--- config.mk ---
export PLATFORM = sky130hd
export DESIGN_NAME = qtr_emu_flat
export DESIGN_NICKNAME = d
export VERILOG_FILES = /design/src/rtl/qtr_emu_if.sv /design/src/rtl/qtr_emu.sv /design/src/flat_wrapper.sv
export SDC_FILE = /design/constraint.sdc
export NUM_CORES = 1
export LEC_CHECK = 0
export CORE_UTILIZATION = 50
export CTS_CLUSTER_DIAMETER = 120
export DETAILED_ROUTE_END_ITERATION = 6
export PLACE_DENSITY = 0.7
export SYNTH_ARGS = -nofsm -noshare
export SYNTH_HDL_FRONTEND = slang
export SYNTH_SLANG_ARGS = --single-unit
--- constraint.sdc ---
create_clock -name hba_clk -period 2.28 [get_ports hba_clk]
set_input_delay 0.57 -clock hba_clk [delete_from_list [all_inputs] [get_ports hba_clk]]
set_output_delay 0.57 -clock hba_clk [all_outputs]
set_load 0.005 [all_outputs]
--- src/rtl/qtr_emu_if.sv ---
// ============================================================================
// Module      : qtr_emu_if
// Description : Host-side QTR pin controls and the emulated sense-line
//               returns, grouped for connection to qtr_emu.
// Revision    : 1.0 - initial release
// ============================================================================
`default_nettype none

interface qtr_emu_if;
  logic       host_out_en;   // host is driving the sensor pin
  logic       host_out_sig;  // level the host drives
  logic       host_ctrl;     // host IR-LED enable
  logic [7:0] decay_value;   // emulated reflectance, 10 us units
  logic       emu_sig;       // pin level returned to the host
  logic       busy;          // CHARGED or DECAY in progress
  logic       done;          // one-cycle pulse at decay completion
  logic       short_charge;  // one-cycle pulse on an aborted charge

  // Host side: drives pin controls, observes the emulated pin
  modport master (
    output host_out_en, host_out_sig, host_ctrl, decay_value,
    input  emu_sig, busy, done, short_charge
  );

  // Emulator side
  modport slave (
    input  host_out_en, host_out_sig, host_ctrl, decay_value,
    output emu_sig, busy, done, short_charge
  );
endinterface

`default_nettype wire

--- src/rtl/qtr_emu.sv ---
// ============================================================================
// Module      : qtr_emu
// Description : Far-end emulator of the QTR reflectance-sensor pin protocol.
//               Watches the host charge the pin, then holds the sense line
//               high for a programmed number of 10 us units once released.
//               Optional macro QTR_EMU_JITTER_EN adds 0-3 units of LFSR
//               noise to each decay.
// Revision    : 1.0 - initial release
// ============================================================================
`default_nettype none

module qtr_emu #(
  parameter int CLK_FREQUENCY = 60_000_000,
  parameter int CHARGE_MIN_US = 10
) (
  input  logic      hba_clk,
  input  logic      hba_reset,   // synchronous, active-low
  qtr_emu_if.slave  bus
);

  // Derived timing: clocks per 10 us decay unit and clocks of valid charge
  localparam int TICK_CYCLES   = CLK_FREQUENCY / 100_000;
  localparam int CHARGE_CYCLES = CLK_FREQUENCY / 1_000_000 * CHARGE_MIN_US;

  localparam int TICK_W = (TICK_CYCLES > 1)   ? $clog2(TICK_CYCLES)       : 1;
  localparam int CHG_W  = (CHARGE_CYCLES > 0) ? $clog2(CHARGE_CYCLES + 1) : 1;

  localparam logic [TICK_W-1:0] TICK_LAST = TICK_W'(TICK_CYCLES - 1);
  localparam logic [TICK_W-1:0] TICK_ONE  = TICK_W'(1);
  localparam logic [CHG_W-1:0]  CHG_MAX   = CHG_W'(CHARGE_CYCLES);
  localparam logic [CHG_W-1:0]  CHG_ONE   = CHG_W'(1);

  typedef enum logic [1:0] {
    S_IDLE     = 2'd0,
    S_CHARGING = 2'd1,
    S_CHARGED  = 2'd2,
    S_DECAY    = 2'd3
  } state_t;

  state_t            state_q, state_d;
  logic [CHG_W-1:0]  charge_cnt_q, charge_cnt_d;
  logic [TICK_W-1:0] tick_cnt_q, tick_cnt_d;
  logic [7:0]        unit_cnt_q, unit_cnt_d;
  logic [7:0]        eff_q, eff_d;
  logic              emu_sig_q, emu_sig_d;
  logic              done_q, done_d;
  logic              short_q, short_d;

  logic              enter_decay;
  logic [7:0]        eff_new;
  logic [7:0]        base;

  wire drive_hi = bus.host_out_en & bus.host_out_sig;

  // With IR off the pin never sees reflected light: full-scale decay
  assign base = bus.host_ctrl ? bus.decay_value : 8'hFF;

`ifdef QTR_EMU_JITTER_EN
  logic [7:0] lfsr_q, lfsr_d;
  logic [8:0] jit_sum;

  // Noisy decay length, saturated to the 8-bit range; LFSR steps once per decay
  always_comb begin
    jit_sum = {1'b0, base} + {7'b0, lfsr_q[1:0]};
    eff_new = jit_sum[8] ? 8'hFF : jit_sum[7:0];
    lfsr_d  = lfsr_q;
    if (enter_decay) begin
      lfsr_d = {lfsr_q[6:0], lfsr_q[7] ^ lfsr_q[5] ^ lfsr_q[4] ^ lfsr_q[3]};
    end
  end

  // LFSR register, seeded on reset
  always_ff @(posedge hba_clk) begin
    if (!hba_reset) lfsr_q <= 8'hA5;
    else            lfsr_q <= lfsr_d;
  end
`else
  assign eff_new = base;
`endif

  // Next-state and output decode; a host drive always overrides the pin level
  always_comb begin
    state_d      = state_q;
    charge_cnt_d = charge_cnt_q;
    tick_cnt_d   = tick_cnt_q;
    unit_cnt_d   = unit_cnt_q;
    eff_d        = eff_q;
    emu_sig_d    = 1'b0;
    done_d       = 1'b0;
    short_d      = 1'b0;
    enter_decay  = 1'b0;

    case (state_q)
      S_IDLE: begin
        if (drive_hi) begin
          charge_cnt_d = CHG_ONE;
          state_d      = (CHG_MAX <= CHG_ONE) ? S_CHARGED : S_CHARGING;
        end
      end

      S_CHARGING: begin
        if (drive_hi) begin
          if (charge_cnt_q < CHG_MAX) charge_cnt_d = charge_cnt_q + CHG_ONE;
          if (charge_cnt_q >= CHG_MAX - CHG_ONE) state_d = S_CHARGED;
        end else if (bus.host_out_en) begin
          // host pulled the pin low: not a charge attempt, no pulse
          charge_cnt_d = '0;
          state_d      = S_IDLE;
        end else begin
          // released too early to have charged the capacitor
          charge_cnt_d = '0;
          short_d      = 1'b1;
          state_d      = S_IDLE;
        end
      end

      S_CHARGED: begin
        if (!bus.host_out_en) begin
          // release edge: freeze the decay length and start timing
          eff_d        = eff_new;
          tick_cnt_d   = '0;
          unit_cnt_d   = '0;
          charge_cnt_d = '0;
          emu_sig_d    = 1'b1;
          enter_decay  = 1'b1;
          state_d      = S_DECAY;
        end else if (!bus.host_out_sig) begin
          charge_cnt_d = '0;
          state_d      = S_IDLE;
        end
      end

      S_DECAY: begin
        if (bus.host_out_en) begin
          // host re-drive aborts the decay and takes priority over completion
          charge_cnt_d = bus.host_out_sig ? CHG_ONE : '0;
          if (!bus.host_out_sig)        state_d = S_IDLE;
          else if (CHG_MAX <= CHG_ONE)  state_d = S_CHARGED;
          else                          state_d = S_CHARGING;
        end else if (unit_cnt_q == eff_q) begin
          done_d  = 1'b1;
          state_d = S_IDLE;
        end else begin
          emu_sig_d = 1'b1;
          if (tick_cnt_q == TICK_LAST) begin
            tick_cnt_d = '0;
            unit_cnt_d = unit_cnt_q + 8'd1;
          end else begin
            tick_cnt_d = tick_cnt_q + TICK_ONE;
          end
        end
      end

      default: state_d = S_IDLE;
    endcase

    if (bus.host_out_en) emu_sig_d = bus.host_out_sig;
  end

  // State, counters and registered outputs
  always_ff @(posedge hba_clk) begin
    if (!hba_reset) begin
      state_q      <= S_IDLE;
      charge_cnt_q <= '0;
      tick_cnt_q   <= '0;
      unit_cnt_q   <= '0;
      eff_q        <= '0;
      emu_sig_q    <= 1'b0;
      done_q       <= 1'b0;
      short_q      <= 1'b0;
    end else begin
      state_q      <= state_d;
      charge_cnt_q <= charge_cnt_d;
      tick_cnt_q   <= tick_cnt_d;
      unit_cnt_q   <= unit_cnt_d;
      eff_q        <= eff_d;
      emu_sig_q    <= emu_sig_d;
      done_q       <= done_d;
      short_q      <= short_d;
    end
  end

  assign bus.emu_sig      = emu_sig_q;
  assign bus.busy         = (state_q == S_CHARGED) || (state_q == S_DECAY);
  assign bus.done         = done_q;
  assign bus.short_charge = short_q;

endmodule

`default_nettype wire

--- src/flat_wrapper.sv ---
// flat-port wrapper written by rule: the top's interface ports become plain ports
module qtr_emu_flat 
#(
  parameter int CLK_FREQUENCY = 60_000_000,
  parameter int CHARGE_MIN_US = 10
)
  (hba_clk, hba_reset, bus_host_out_en, bus_host_out_sig, bus_host_ctrl, bus_decay_value, bus_emu_sig, bus_busy, bus_done, bus_short_charge);
  qtr_emu_if bus_i ();
  input  logic hba_clk;
  input  logic hba_reset;
  input wire logic [$bits(bus_i.host_out_en)-1:0] bus_host_out_en;
  input wire logic [$bits(bus_i.host_out_sig)-1:0] bus_host_out_sig;
  input wire logic [$bits(bus_i.host_ctrl)-1:0] bus_host_ctrl;
  input wire logic [$bits(bus_i.decay_value)-1:0] bus_decay_value;
  output wire logic [$bits(bus_i.emu_sig)-1:0] bus_emu_sig;
  output wire logic [$bits(bus_i.busy)-1:0] bus_busy;
  output wire logic [$bits(bus_i.done)-1:0] bus_done;
  output wire logic [$bits(bus_i.short_charge)-1:0] bus_short_charge;
  assign bus_i.host_out_en = bus_host_out_en;
  assign bus_i.host_out_sig = bus_host_out_sig;
  assign bus_i.host_ctrl = bus_host_ctrl;
  assign bus_i.decay_value = bus_decay_value;
  assign bus_emu_sig = bus_i.emu_sig;
  assign bus_busy = bus_i.busy;
  assign bus_done = bus_i.done;
  assign bus_short_charge = bus_i.short_charge;
  qtr_emu #(.CLK_FREQUENCY(CLK_FREQUENCY), .CHARGE_MIN_US(CHARGE_MIN_US)) u_core (.hba_clk(hba_clk), .hba_reset(hba_reset), .bus(bus_i));
endmodule
==> results.rst, run 1 <==
.. list-table::
   :header-rows: 1

   * - Metric
     - Value
   * - Remaining Overflow, GRT
     - 0
   * - Nets in the synthesized netlist
     - 285
   * - Share of synthesized area occupied by flip-flops and latches
     - 0.369
   * - Critical Path Start Type
     - input pin
   * - TritonCTS clock tree
     - yes
   * - Number of top-level design ports
     - 17
   * - Total die area
     - 4720 um^2
   * - Routed wire length per instance
     - 14.1 um
   * - Register-to-register setup slack
     - 0.27 ns
   * - Count of endpoints failing setup in the final report
     - 0
   * - Gpl congestion
     - 0.818
   * - Peak fanout along the critical path
     - 6
   * - Number of enable flip-flop cells after synthesis
     - 0
   * - Max-cap viol count
     - 0
   * - Number of distinct library cells after synthesis
     - 49
   * - Unrepaired setup endpoints after global routing
     - no
   * - Seq pwr share
     - 0.562
   * - Internal portion of total power
     - 1.00 mW
   * - Via count
     - 2102
   * - Top cells by area in the synthesized netlist
     - sky130_fd_sc_hd__dfxtp_1 (37%), sky130_fd_sc_hd__a21oi_1 (4.9%), sky130_fd_sc_hd__nand2_1 (4.9%), sky130_fd_sc_hd__nor2_1 (3.2%), sky130_fd_sc_hd__xnor2_1 (3.1%)
   * - Count of port buffers added during placement
     - 16
   * - Wire length on met1
     - 2590 um
   * - FP Rows
     - 23
   * - Hold worst-path end
     - u_core.tick_cnt_q[1]$_SDFFE_PN0P_
   * - Number of post-CTS setup repair buffers
     - 0
   * - Synthesized area
     - 2220 um^2
   * - Combinational fraction of design power
     - 0.095
   * - Worst path max stage delay
     - 0.49 ns
   * - Biggest area consumer among synthesized cells
     - sky130_fd_sc_hd__dfxtp_1
   * - Top flip-flop cell by instance count after synthesis
     - sky130_fd_sc_hd__dfxtp_1
   * - Root Buffer Master
     - sky130_fd_sc_hd__clkbuf_8
   * - Worst path slowest cell
     - sky130_fd_sc_hd__clkdlybuf4s50_1
   * - Core footprint
     - 4140 um^2
   * - Type of the worst setup path
     - input pin to flip-flop
   * - Starting utilization of the core area
     - 0.537
   * - DRT antenna net count
     - 0
   * - Mean Syn Cell Area
     - 8.27 um^2
   * - Vias in the first global route
     - 1859
   * - Area used by multi-input combinational logic
     - 1330 um^2
   * - Leak
     - 0.935 nW
   * - Count of fill cells added during filler insertion
     - 380
   * - Endpoint class of the critical path
     - flip-flop
   * - Reg-to-reg critical path endpoint
     - u_core.charge_cnt_q[7]$_SDFFE_PN0P_
   * - Detailed route wirelength on metal3
     - 114 um
   * - Clock power frac
     - 0.343
   * - Power consumption
     - 1.30 mW
   * - Routed WL
     - 5030 um
   * - Cell count after synthesis
     - 269
   * - Antenna violations before repair
     - 0
   * - Time the worst path needs with I/O delays and setup
     - 2.12 ns
   * - Max_slew headroom
     - 0.666
   * - Met2 WL
     - 2280 um
   * - Reg clk slew, reported paths
     - 0.07 ns
   * - Required time worst endpoint
     - 2.45 ns
   * - Inserted Clock Buffers
     - 5
   * - Number of antenna diodes
     - 0
   * - Global-route usage over all layers
     - 0.241
   * - Depth of the worst hold-timing path
     - 2
   * - Final Hold Violating Endpoints
     - 0
   * - Cells traversed along the worst timing path
     - clkdlybuf4s50_1 > nand2b_1 > nor4_4 > a21boi_4 > o21ai_2 > mux2_4
   * - Average vias per placed instance
     - 5.90
   * - Number of register bits inferred by synthesis
     - 41
   * - Pwr/cell area
     - 489 nW/um^2
   * - Transition time at the pin with the least slew margin
     - 0.500 ns
   * - FF/Latch Area
     - 821 um^2
   * - Number of sinks handled by clock tree synthesis
     - 41
   * - # DRC
     - 0
   * - Achievable clock frequency
     - 0.473 GHz
   * - Area growth from synthesis to final layout
     - 19.7%
   * - R2R Path Start
     - u_core.state_q[1]$_SDFFE_PN0P_
   * - Clock skew after layout
     - 0.00590 ns
   * - Placed Instances
     - 348
   * - Result of the run
     - finished, final reports clean
   * - Iteration-0 DRC Markers
     - 112
   * - Finished Core Util
     - 0.643
   * - Die height
     - 68.7 um
   * - Layout net count
     - 321
   * - Layout Cells excl Fill
     - 356
   * - Most frequent cells after synthesis
     - sky130_fd_sc_hd__dfxtp_1 (41), sky130_fd_sc_hd__nand2_1 (29), sky130_fd_sc_hd__a21oi_1 (22)
   * - Post-route worst hold slack
     - 0.484 ns
   * - Yosys top cell area share
     - 0.369
   * - Resized cells post-CTS
     - 0
   * - Placed inst area
     - 2580 um^2
   * - Data arrival time of the critical path
     - 2.29 ns
   * - Uppermost routed layer
     - met4
   * - Length in cells of the worst reg-to-reg path
     - 5
   * - Final instance area
     - 2660 um^2
   * - Switching share of total power
     - 0.232
   * - Fraction of final layout cells sized beyond drive strength 1
     - 0.137
   * - H-tree Lvls
     - 2
   * - Maximum number of pins on one net before global-route repair
     - 23
   * - Wire length of the first global-routing pass
     - 8520 um
   * - Maximum vdd drop
     - 0.000364 V
   * - DRT Pass-1 Iters
     - 4
   * - Max Slew Vio Count
     - 0
   * - Share of synthesized flip-flops with an asynchronous set or reset
     - 0
   * - Yosys warning count
     - 0
   * - Reported net switching power
     - 302 uW
   * - Cell with the most instances after synthesis
     - sky130_fd_sc_hd__dfxtp_1
   * - Die width
     - 68.7 um
   * - Placed wire-length estimate
     - 3810 um
   * - Clock insertion delay at the later pin of the skew report
     - 0.28 ns
   * - Final critical-path share of the clock period
     - 0.928
   * - Longest Clk Path Bufs
     - 2
   * - Worst min-delay path class
     - flip-flop to flip-flop
   * - Origin of the worst min-delay path
     - u_core.tick_cnt_q[1]$_SDFFE_PN0P_
   * - Hold bufs inserted after CTS
     - 0
-- power groups by stage --
stage	Combinational [mW]	Clock (mW)	Sequential, mW
5_1_grt	0.135	0.489	0.732
4_1_cts	0.124	0.460	0.731
3_3_place_gp	0.122	0	0.747
3_5_place_dp	0.124	0	0.747
6_report	0.124	0.447	0.731
2_1_floorplan	0.0643	0	0.742
-- layout make-up --
cell class | count | area share
well taps | 50 | 0.0235
clock buffers | 8 | 0.0301
inverters | 7 | 0.00987
repair buffers | 40 | 0.128
flip-flops and latches | 41 | 0.308
multi-input cells | 210 | 0.500
-- stage by stage --
step / worst slack (ns) / setup TNS [ns]
final: 0.164 / 0
after global routing: 0.0843 / 0
after CTS: 0.168 / 0
after detailed placement: -0.136 / -0.859
after global placement: -0.0940 / -0.572
after floorplan: 0.402 / 0
-- kinds of logic (layout without fill, tap and decap cells) --
logic type | after synthesis | after routing | synth area share
AOI/OAI and AO/OA | 72 | 72 | 0.219
muxes | 5 | 5 | 0.0247
adders and majority gates | 3 | 3 | 0.0169
xor gates and xnor gates | 8 | 8 | 0.0315
buffers and inverters | 18 | 55 | 0.0321
DFF | 41 | 41 | 0.369
and+or+nand+nor | 122 | 122 | 0.307
-- layout by cell type, fill, tap and decap left out, types with 3 or more instances in the layout --
cell type / instances
sky130_fd_sc_hd__and4_1: 6
sky130_fd_sc_hd__dfxtp_1: 41
sky130_fd_sc_hd__nor3b_1: 8
sky130_fd_sc_hd__nor4_1: 3
sky130_fd_sc_hd__xnor2_1: 8
sky130_fd_sc_hd__or4_1: 7
sky130_fd_sc_hd__o21ai_0: 11
sky130_fd_sc_hd__clkbuf_8: 5
sky130_fd_sc_hd__inv_1: 7
sky130_fd_sc_hd__buf_4: 24
sky130_fd_sc_hd__a31oi_1: 5
sky130_fd_sc_hd__nand4_1: 7
sky130_fd_sc_hd__nand2_1: 29
sky130_fd_sc_hd__ha_1: 3
sky130_fd_sc_hd__a21oi_1: 22
sky130_fd_sc_hd__o31ai_1: 9
sky130_fd_sc_hd__nor3_1: 10
sky130_fd_sc_hd__nor2_1: 19
sky130_fd_sc_hd__and3_1: 5
sky130_fd_sc_hd__clkdlybuf4s50_1: 16
sky130_fd_sc_hd__o2111ai_1: 3
sky130_fd_sc_hd__mux2i_1: 4
sky130_fd_sc_hd__clkbuf_1: 3
sky130_fd_sc_hd__nand3_1: 10
sky130_fd_sc_hd__or2_2: 4
-- sequential cells by signal, summed over array words and instances, names as in the netlist --
signal / cells
u_core.bus.short_charge: 1
u_core.charge_cnt_q: 10
u_core.unit_cnt_q: 8
u_core.eff_q: 8
u_core.tick_cnt_q: 10
u_core.state_q: 2
u_core.bus.emu_sig: 1
u_core.bus.done: 1
-- worst max path at each step --
stage,cells past startpoint,slack (ns),endpoint,from
6_report,6,0.16,u_core.unit_cnt_q[2]$_SDFFE_PN0P_,bus_host_out_en
5_1_grt,6,0.08,u_core.charge_cnt_q[7]$_SDFFE_PN0P_,bus_host_out_en
4_1_cts,6,0.17,u_core.unit_cnt_q[2]$_SDFFE_PN0P_,bus_host_out_en
3_5_place_dp,6,-0.14,u_core.unit_cnt_q[2]$_SDFFE_PN0P_,bus_host_out_en
3_3_place_gp,6,-0.09,u_core.charge_cnt_q[5]$_SDFFE_PN0P_,bus_host_out_en
2_1_floorplan,6,0.40,u_core.charge_cnt_q[5]$_SDFFE_PN0P_,bus_host_out_en
-- metal layers --
layer / vias to the layer above / track usage
met2: 27 / 0.385
met1: 986 / 0.321
met5: - / 0
met4: 0 / 0.0663
li1: 1085 / -
met3: 4 / 0.0609
-- worst max-delay path, delay by kind of cell --
kind | cells | cell delay, ns
simple gates | 2 | 0.58
mux | 1 | 0.29
buf+inv | 1 | 0.49
compound gates | 2 | 0.36
No activity file was read; power rests on OpenSTA's default activity.
==> run 2, diff against run 1 <==
- CORE_MARGIN: default -> 4
==> run 2 against run 1 <==
Sequential power is 0.5% lower. Register-to-register slack hardly changed. Clock power is 16% higher. Setup slack worse by 0.019 ns. Fmax is 0.91% lower.
==> results.rst, run 2 (synthesized netlist as in run 1, its figures left out) <==
.. list-table::
   :header-rows: 1

   * - Metric
     - Value
   * - Placed wire-length estimate
     - 3890 um
   * - DRT Pass-1 Iters
     - 4
   * - Pre-CTS setup slack
     - -0.152 ns
   * - Clock insertion delay at the later pin of the skew report
     - 0.28 ns
   * - Largest registers
     - u_core.charge_cnt_q: 10 flops, u_core.tick_cnt_q: 10 flops
   * - Longest Clk Path Bufs
     - 2
   * - Global-route usage over all layers
     - 0.203
   * - Hold bufs inserted after CTS
     - 0
   * - Fraction of final layout cells sized beyond drive strength 1
     - 0.144
   * - Count of endpoints failing setup in the final report
     - 0
   * - Max_slew headroom
     - 0.730
   * - Area growth from synthesis to final layout
     - 20.3%
   * - Data arrival time of the critical path
     - 2.31 ns
   * - Required time worst endpoint
     - 2.46 ns
   * - Die width
     - 74.7 um
   * - Antenna violations before repair
     - 0
   * - Layout net count
     - 320
   * - Maximum vdd drop
     - 0.000403 V
   * - Achievable clock frequency
     - 0.468 GHz
   * - Via count
     - 2137
   * - Unrepaired setup endpoints after global routing
     - no
   * - Routed wire length per instance
     - 14.8 um
   * - Vias in the first global route
     - 2018
   * - # DRC
     - 0
   * - TNS Setup
     - 0 ns
   * - Total die area
     - 5580 um^2
   * - Critical Path Start Type
     - input pin
   * - Core footprint
     - 4140 um^2
   * - Pwr/cell area
     - 513 nW/um^2
   * - Iteration-0 DRC Markers
     - 148
   * - Average vias per placed instance
     - 6.02
   * - Endpoint class of the critical path
     - flip-flop
   * - Max Slew Vio Count
     - 0
   * - Number of top-level design ports
     - 17
   * - Remaining Overflow, GRT
     - 0
   * - Root Buffer Master
     - sky130_fd_sc_hd__clkbuf_8
   * - Type of the worst setup path
     - input pin to flip-flop
   * - Result of the run
     - finished, final reports clean
   * - DRT antenna net count
     - 0
   * - TritonCTS clock tree
     - yes
   * - Count of port buffers added during placement
     - 16
   * - Placed Instances
     - 347
   * - Worst-case setup margin in the final layout
     - 0.145 ns
   * - Time the worst path needs with I/O delays and setup
     - 2.14 ns
   * - Max-cap viol count
     - 0
   * - Most frequent cells in the layout
     - sky130_fd_sc_hd__dfxtp_1 (41), sky130_fd_sc_hd__nand2_1 (29), sky130_fd_sc_hd__buf_4 (23), sky130_fd_sc_hd__a21oi_1 (22), sky130_fd_sc_hd__nor2_1 (19)
   * - Leak
     - 0.945 nW
   * - Final critical-path share of the clock period
     - 0.936
   * - Worst min-delay path class
     - flip-flop to flip-flop
   * - Maximum number of pins on one net before global-route repair
     - 23
   * - Number of post-CTS setup repair buffers
     - 0
   * - Resized cells post-CTS
     - 0
   * - Number of sinks handled by clock tree synthesis
     - 41
   * - Final Hold Violating Endpoints
     - 0
   * - Inserted Clock Buffers
     - 5
   * - Most common cell after layout, fill and taps aside
     - sky130_fd_sc_hd__dfxtp_1
   * - Number of antenna diodes
     - 0
   * - Routed WL
     - 5250 um
   * - Transition time at the pin with the least slew margin
     - 0.401 ns
   * - Peak fanout along the critical path
     - 6
   * - H-tree Lvls
     - 2
   * - Starting utilization of the core area
     - 0.537
   * - Reg clk slew, reported paths
     - 0.08 ns
   * - FP Rows
     - 23
   * - Layout Cells excl Fill
     - 355
   * - Wire length of the first global-routing pass
     - 9130 um
   * - Gpl congestion
     - 0.830
   * - Clock skew after layout
     - 0.00563 ns
   * - Die height
     - 74.7 um
## run 2: changes by cell type in the layout (fill, tap and decap cells not counted)
| cell | change |
|---|---|
| sky130_fd_sc_hd__clkbuf_8 | +2 |
| sky130_fd_sc_hd__clkbuf_1 | -3 |
| sky130_fd_sc_hd__clkinv_2 | +1 |
| sky130_fd_sc_hd__buf_4 | -1 |
## run 2: layout make-up
class	instances	area (um^2)
clock buffers	7	96.3
clock inverters	1	5.00
fillers	370	1470
inverters	7	26.3
multi-input cells	210	1330
flip-flops and latches	41	821
well taps	50	62.6
repair buffers	39	333
## run 2: metrics by stage
step                power [mW]  hold slack [ns]  area, um^2  utilization
floorplan                0.807            0.449        2220            -
global placement         0.869            0.469        2570        0.621
detailed placement       0.869            0.480        2570        0.621
CTS                       1.38            0.492        2680        0.646
global route              1.43            0.514        2680        0.646
finish                    1.37            0.490        2680        0.646
## run 2: path summary, 6_finish.rpt
check	startpoint	to	slack (ns)	cells after the start
setup reg to reg	u_core.tick_cnt_q[3]$_SDFFE_PN0P_	u_core.unit_cnt_q[2]$_SDFFE_PN0P_	0.27	5
setup / recovery	bus_host_out_en	u_core.unit_cnt_q[2]$_SDFFE_PN0P_	0.14	6
hold reg to reg	u_core.tick_cnt_q[1]$_SDFFE_PN0P_	u_core.tick_cnt_q[1]$_SDFFE_PN0P_	0.49	2
hold / removal	u_core.tick_cnt_q[1]$_SDFFE_PN0P_	u_core.tick_cnt_q[1]$_SDFFE_PN0P_	0.49	2
## run 2: layer usage
layer,global-route usage,vias up,wire length [um]
li1,-,1086,-
met1,0.277,998,2560
met2,0.332,49,2460
met3,0.0360,4,206
met4,0.0553,0,25
met5,0,-,0
## run 2: worst max-delay path: stages
cell	delay [ns]
sky130_fd_sc_hd__clkdlybuf4s50_1	0.48
sky130_fd_sc_hd__nand2b_1	0.24
sky130_fd_sc_hd__nor4_4	0.36
sky130_fd_sc_hd__a21boi_4	0.30
sky130_fd_sc_hd__o21ai_2	0.08
sky130_fd_sc_hd__mux2_4	0.29
## run 2: power breakdown
| part | total [mW] | switching, mW | internal, mW |
|---|---|---|---|
| clock | 0.520 | 0.246 | 0.274 |
| sequential | 0.727 | 0.00536 | 0.721 |
| combinational | 0.125 | 0.0652 | 0.0603 |
==> run 3, diff against run 2 <==
- GPL_TIMING_DRIVEN: default -> 0
==> run 3 against run 2 <==
Cell count is 3.7% lower. Sequential share of layout area up 1.6 points. Flip-flop and latch count is the same. Sequential power about the same. Power down 5.6%. Utilization shrank 3.2 points. Register-to-register slack got worse by 0.04 ns. First-iteration DRC count grew 8.1%. Combinational power shrank 8%. Fmax shrank 2.1%. Non-clock buffer count is 11 lower. Clock skew is essentially flat.
==> results.rst, run 3 (synthesized netlist as in run 1, its figures left out) <==
.. list-table::
   :header-rows: 1

   * - Metric
     - Value
   * - Reg clk slew, reported paths
     - 0.08 ns
   * - Achievable clock frequency
     - 0.459 GHz
   * - Max-cap viol count
     - 0
   * - # DRC
     - 0
   * - Met1 capacity usage during global routing
     - 0.275
   * - Fraction of final layout cells sized beyond drive strength 1
     - 0.0890
   * - Layout Cells excl Fill
     - 342
   * - Global routing met3 resource utilization
     - 0.0360
   * - DRT antenna net count
     - 0
   * - DRT Pass-1 Iters
     - 4
   * - Routed wire length per instance
     - 15.6 um
   * - Number of top-level design ports
     - 17
   * - Post-route worst hold slack
     - 0.492 ns
   * - Worst path max stage delay
     - 0.51 ns
   * - Worst path top cell family by delay
     - buffers and inverters
   * - Number of gates on the worst path with buffers counted
     - 8
   * - Length in cells of the worst reg-to-reg path
     - 6
   * - Clock insertion delay at the later pin of the skew report
     - 0.30 ns
   * - Placed wire-length estimate
     - 3840 um
   * - Combinational fraction of design power
     - 0.089
   * - Transition time at the pin with the least slew margin
     - 0.528 ns
   * - Endpoint class of the critical path
     - flip-flop
   * - Via count
     - 2098
   * - Starting utilization of the core area
     - 0.537
   * - Seq pwr share
     - 0.561
   * - Final Hold Violating Endpoints
     - 0
   * - Count of endpoints failing setup in the final report
     - 0
   * - Final critical-path share of the clock period
     - 0.956
   * - Layout net count
     - 309
   * - Worst min-delay path class
     - flip-flop to flip-flop
   * - Root Buffer Master
     - sky130_fd_sc_hd__clkbuf_8
   * - GR Util met2
     - 0.322
   * - Clock power frac
     - 0.350
   * - Busiest grt layer
     - met2
   * - Vias in the first global route
     - 1896
   * - Routed WL
     - 5330 um
   * - Pre-CTS setup slack
     - -0.342 ns
   * - Depth of the worst hold-timing path
     - 2
   * - Core footprint
     - 4140 um^2
   * - Data arrival time of the critical path
     - 2.41 ns
   * - Total die area
     - 5580 um^2
   * - Most common cell after layout, fill and taps aside
     - sky130_fd_sc_hd__dfxtp_1
   * - Number of sinks handled by clock tree synthesis
     - 41
   * - Inserted Clock Buffers
     - 5
   * - Reported net switching power
     - 324 uW
   * - Max Slew Vio Count
     - 0
   * - Maximum number of pins on one net before global-route repair
     - 12
   * - Count of port buffers added during placement
     - 16
   * - Wire length of the first global-routing pass
     - 8670 um
   * - Iteration-0 DRC Markers
     - 160
   * - Worst path slowest cell
     - sky130_fd_sc_hd__clkdlybuf4s50_1
   * - Average vias per placed instance
     - 6.13
   * - Gpl congestion
     - 0.842
   * - Internal portion of total power
     - 972 uW
   * - Clock skew after layout
     - 0.00529 ns
   * - Longest Clk Path Bufs
     - 2
   * - Result of the run
     - finished, final reports clean
   * - Worst-case setup margin in the final layout
     - 0.100 ns
   * - Leak
     - 0.851 nW
   * - Finished Core Util
     - 0.614
   * - Die width
     - 74.7 um
   * - Type of the worst setup path
     - input pin to flip-flop
   * - Area growth from synthesis to final layout
     - 14.3%
   * - Required time worst endpoint
     - 2.51 ns
   * - Critical Path Start Type
     - input pin
   * - Pwr/cell area
     - 509 nW/um^2
   * - Antenna violations before repair
     - 0
   * - Die height
     - 74.7 um
   * - Maximum vdd drop
     - 0.000333 V
   * - Number of antenna diodes
     - 0
   * - FP Rows
     - 23
   * - Remaining Overflow, GRT
     - 0
   * - Placed Instances
     - 335
   * - Time the worst path needs with I/O delays and setup
     - 2.18 ns
   * - H-tree Lvls
     - 2
   * - Global-route usage over all layers
     - 0.202
   * - Max_slew headroom
     - 0.648
   * - Most frequent cells in the layout
     - sky130_fd_sc_hd__dfxtp_1 (41), sky130_fd_sc_hd__nand2_1 (29), sky130_fd_sc_hd__a21oi_1 (22), sky130_fd_sc_hd__nor2_1 (19), sky130_fd_sc_hd__clkdlybuf4s50_1 (16)
   * - Largest registers
     - u_core.charge_cnt_q: 10 flops, u_core.tick_cnt_q: 10 flops
   * - Peak fanout along the critical path
     - 10
   * - Switching share of total power
     - 0.250
   * - Cells traversed along the worst timing path
     - clkdlybuf4s50_1 > buf_4 > nand3b_1 > o31ai_2 > a31o_2 > buf_2 > or3_1 > a21oi_1
   * - TritonCTS clock tree
     - yes
   * - WP buf/inv
     - 3
## run 3: changes by cell type in the layout (fill, tap and decap cells not counted), sizes merged
cell,delta
buf,-19
clkbuf,+6
## run 3: final timing paths
check,startpoint,end,slack [ns]
setup / recovery,bus_host_out_en,u_core.charge_cnt_q[2]$_SDFFE_PN0P_,0.10
hold / removal,u_core.tick_cnt_q[1]$_SDFFE_PN0P_,u_core.tick_cnt_q[1]$_SDFFE_PN0P_,0.49
setup reg to reg,u_core.unit_cnt_q[2]$_SDFFE_PN0P_,u_core.state_q[1]$_SDFFE_PN0P_,0.23
hold reg to reg,u_core.tick_cnt_q[1]$_SDFFE_PN0P_,u_core.tick_cnt_q[1]$_SDFFE_PN0P_,0.49
## run 3: routing by layer
metal | vias up | part of all wire
met5 | - | 0
met1 | 986 | 0.50
met2 | 43 | 0.45
li1 | 1064 | -
met3 | 5 | 0.035
met4 | 0 | 0.0083
## run 3: per-stage QoR
stage	total power, mW	setup TNS, ns	instance area (um^2)
detailed placement	0.855	-5.24	2450
finish	1.30	0	2540
global placement	0.854	-4.45	2450
floorplan	0.807	0	2220
global route	1.34	-0.00197	2540
CTS	1.30	0	2530
## run 3: what timing repair did
action,4_1_cts,5_1_grt
setup buffers,1,0
resized for setup,0,6
cloned,0,0
setup endpoints to repair,3,15
hold buffers,0,0
pin swaps,0,0
## run 3: tightest hold or removal path: cells and delay by family (launching register included)
kind	cells	cell delay, ns
flops	1	0.34
compound gates	1	0.05
simple gates	1	0.06
## run 3: final cells by class
class / count / area (um^2)
plain buffers: 11 / 47.5
clock buffers: 5 / 68.8
clock inverters: 1 / 5.00
fillers: 399 / 1600
inverters: 7 / 26.3
multi-input cells: 210 / 1350
flip-flops and latches: 41 / 821
well taps: 50 / 62.6
repair buffers: 17 / 168
## run 3: power groups by stage
| stage | logic [mW] | registers (mW) | clock network (mW) |
|---|---|---|---|
| after floorplan | 0.0643 | 0.742 | 0 |
| after global placement | 0.110 | 0.743 | 0 |
| after detailed placement | 0.112 | 0.743 | 0 |
| after CTS | 0.112 | 0.726 | 0.460 |
| after global routing | 0.126 | 0.728 | 0.483 |
| final | 0.115 | 0.727 | 0.454 |
==> RTL edit: new RTL, config.mk and constraints of run 3 <==
Re-encode `state_t` (4 states) as Gray code, 2 bits wide.
--- a/src/rtl/qtr_emu.sv
+++ b/src/rtl/qtr_emu.sv
@@ -33,6 +33,6 @@
   typedef enum logic [1:0] {
-    S_IDLE     = 2'd0,
-    S_CHARGING = 2'd1,
-    S_CHARGED  = 2'd2,
-    S_DECAY    = 2'd3
+    S_IDLE     = 2'b00,
+    S_CHARGING = 2'b01,
+    S_CHARGED  = 2'b11,
+    S_DECAY    = 2'b10
   } state_t;
Behaviour: no difference found for any inputs over 10 cycles, from zero or initial values and one cycle with hba_reset low; not proved beyond that.
==> RTL edit against run 3 <==
  * Via count shrank 12%
  * Total power decreased by 3.0%
  * Cell area down 5.4%
  * Synthesized area decreased by 4.8%
  * Synthesized cell count down 8.9%
  * Cell count decreased by 7.3%
  * Die area down 4.3%
  * Routed wire length shrank 18%
  * Non-clock buffer count decreased by 2
  * Worst setup slack better by 33 ps
  * Sequential power fell by 0.7%
  * Sequential cell count stayed put
  * Critical endpoint is now u_core.charge_cnt_q[5]
  * Largest power group unchanged
==> RTL edit: results (changes against run 3) <==
stage,metric,value,unit,change
yosys,synth.distinct_cells,59,,was 49
detailed_routing,num_vias,1840,,was 2098
setup_path,crit_family,compound AO/OA/AOI/OAI gates,,was buffers and inverters
final_layout,nets,282,,was 309
placed_design,dp_slack,-140.7,ps,was -341.8 ps
global_routing,grt_use_met3,3.168,%,was 3.605%
setup_path,cp_slowest_stage_delay,540,ps,was 510 ps
setup_path,crit_fanout,8,,was 10
yosys,synth_mux_area_share,0.4728,%,was 2.475%
run_status,outcome,completed,,unchanged
yosys,synth_common_cells,"dfxtp_1, nor2_1, o21ai_0",,"was dfxtp_1, nand2_1, a21oi_1"
placed_design,hpwl,3075,µm,was 3839 µm
yosys,ys_seq_area_share,38.77,%,was 36.90%
global_routing,grtUsageTotal,17.91,%,was 20.17%
placed_design,portBuffers,14,,was 16
detailed_routing,wl,4378,µm,was 5327 µm
global_routing,use_met2,27.41,%,was 32.20%
detailed_routing,wl_met3,183,µm,was 188 µm
cts,cts_setup_buffers,0,,was 1
yosys,synth_area_leaders,"dfxtp_1, xnor2_1, nor2_1",,"was dfxtp_1, a21oi_1, nand2_1"
yosys,synth_xor_area_share,5.378,%,was 3.150%
pwr,ir_drop,0.3215,mV,was 0.3331 mV
yosys,syn_nets,261,,was 285
sta,finClkSkew,1.607,ps,was 5.289 ps
placed_design,place_area,0.002320,mm²,was 0.002447 mm²
final_layout,fin_cells,317,,was 342
pwr,p_sw,0.0002962,W,was 0.0003238 W
pwr,leakagePower,0.8148,nW,was 0.8512 nW
final_layout,layout-drive-gt1-share,9.738,%,was 8.904%
yosys,ys.flop_type,dfxtp_1,,unchanged
placed_design,gp_congestion,0.8000,,was 0.8417
detailed_routing,m1WireLength,2153,µm,was 2673 µm
sta,slew-limit-headroom,51.69,%,was 64.79%
detailed_routing,met2_length,1951,µm,was 2421 µm
pwr,combinationalPower,0.0000705,W,was 0.000115 W
global_routing,grt_pass1_vias,1650,,was 1896
yosys,avgSynthCellArea,8.641,µm²,was 8.270 µm²
detailed_routing,drtIter0Drc,144,,was 160
pwr,seq_power_share,57.4,%,was 56.1%
placed_design,numPlacedInstances,309,,was 335
==> RTL edit: cell count changes after synthesis, moves of 6 or more <==
cell and change:
nor3b_1 -8, a311oi_1 +6, nor2_1 +7, nand2_1 -19
nor3_1 -8, o21ai_0 +7
==> RTL edit: cell type report <==
type / instances / area, µm²
repair buffers: 14 / 140.1
plain buffers: 12 / 53.80
well taps: 50 / 62.56
inverters: 13 / 48.80
fillers: 376 / 1652
flip-flops and latches: 41 / 820.8
multi-input cells: 179 / 1194
clock inverters: 3 / 17.52
clock buffers: 5 / 68.82
==> RTL edit: path summary, 6_finish.rpt <==
kind	to	slack (ps)	from	depth (start not counted)
hold / removal	u_core.unit_cnt_q[7]	500	u_core.unit_cnt_q[7]	2
setup reg to reg	u_core.tick_cnt_q[9]	260	u_core.unit_cnt_q[0]	5
setup / recovery	u_core.charge_cnt_q[5]	130	bus_host_out_en	6
hold reg to reg	u_core.unit_cnt_q[7]	500	u_core.unit_cnt_q[7]	2
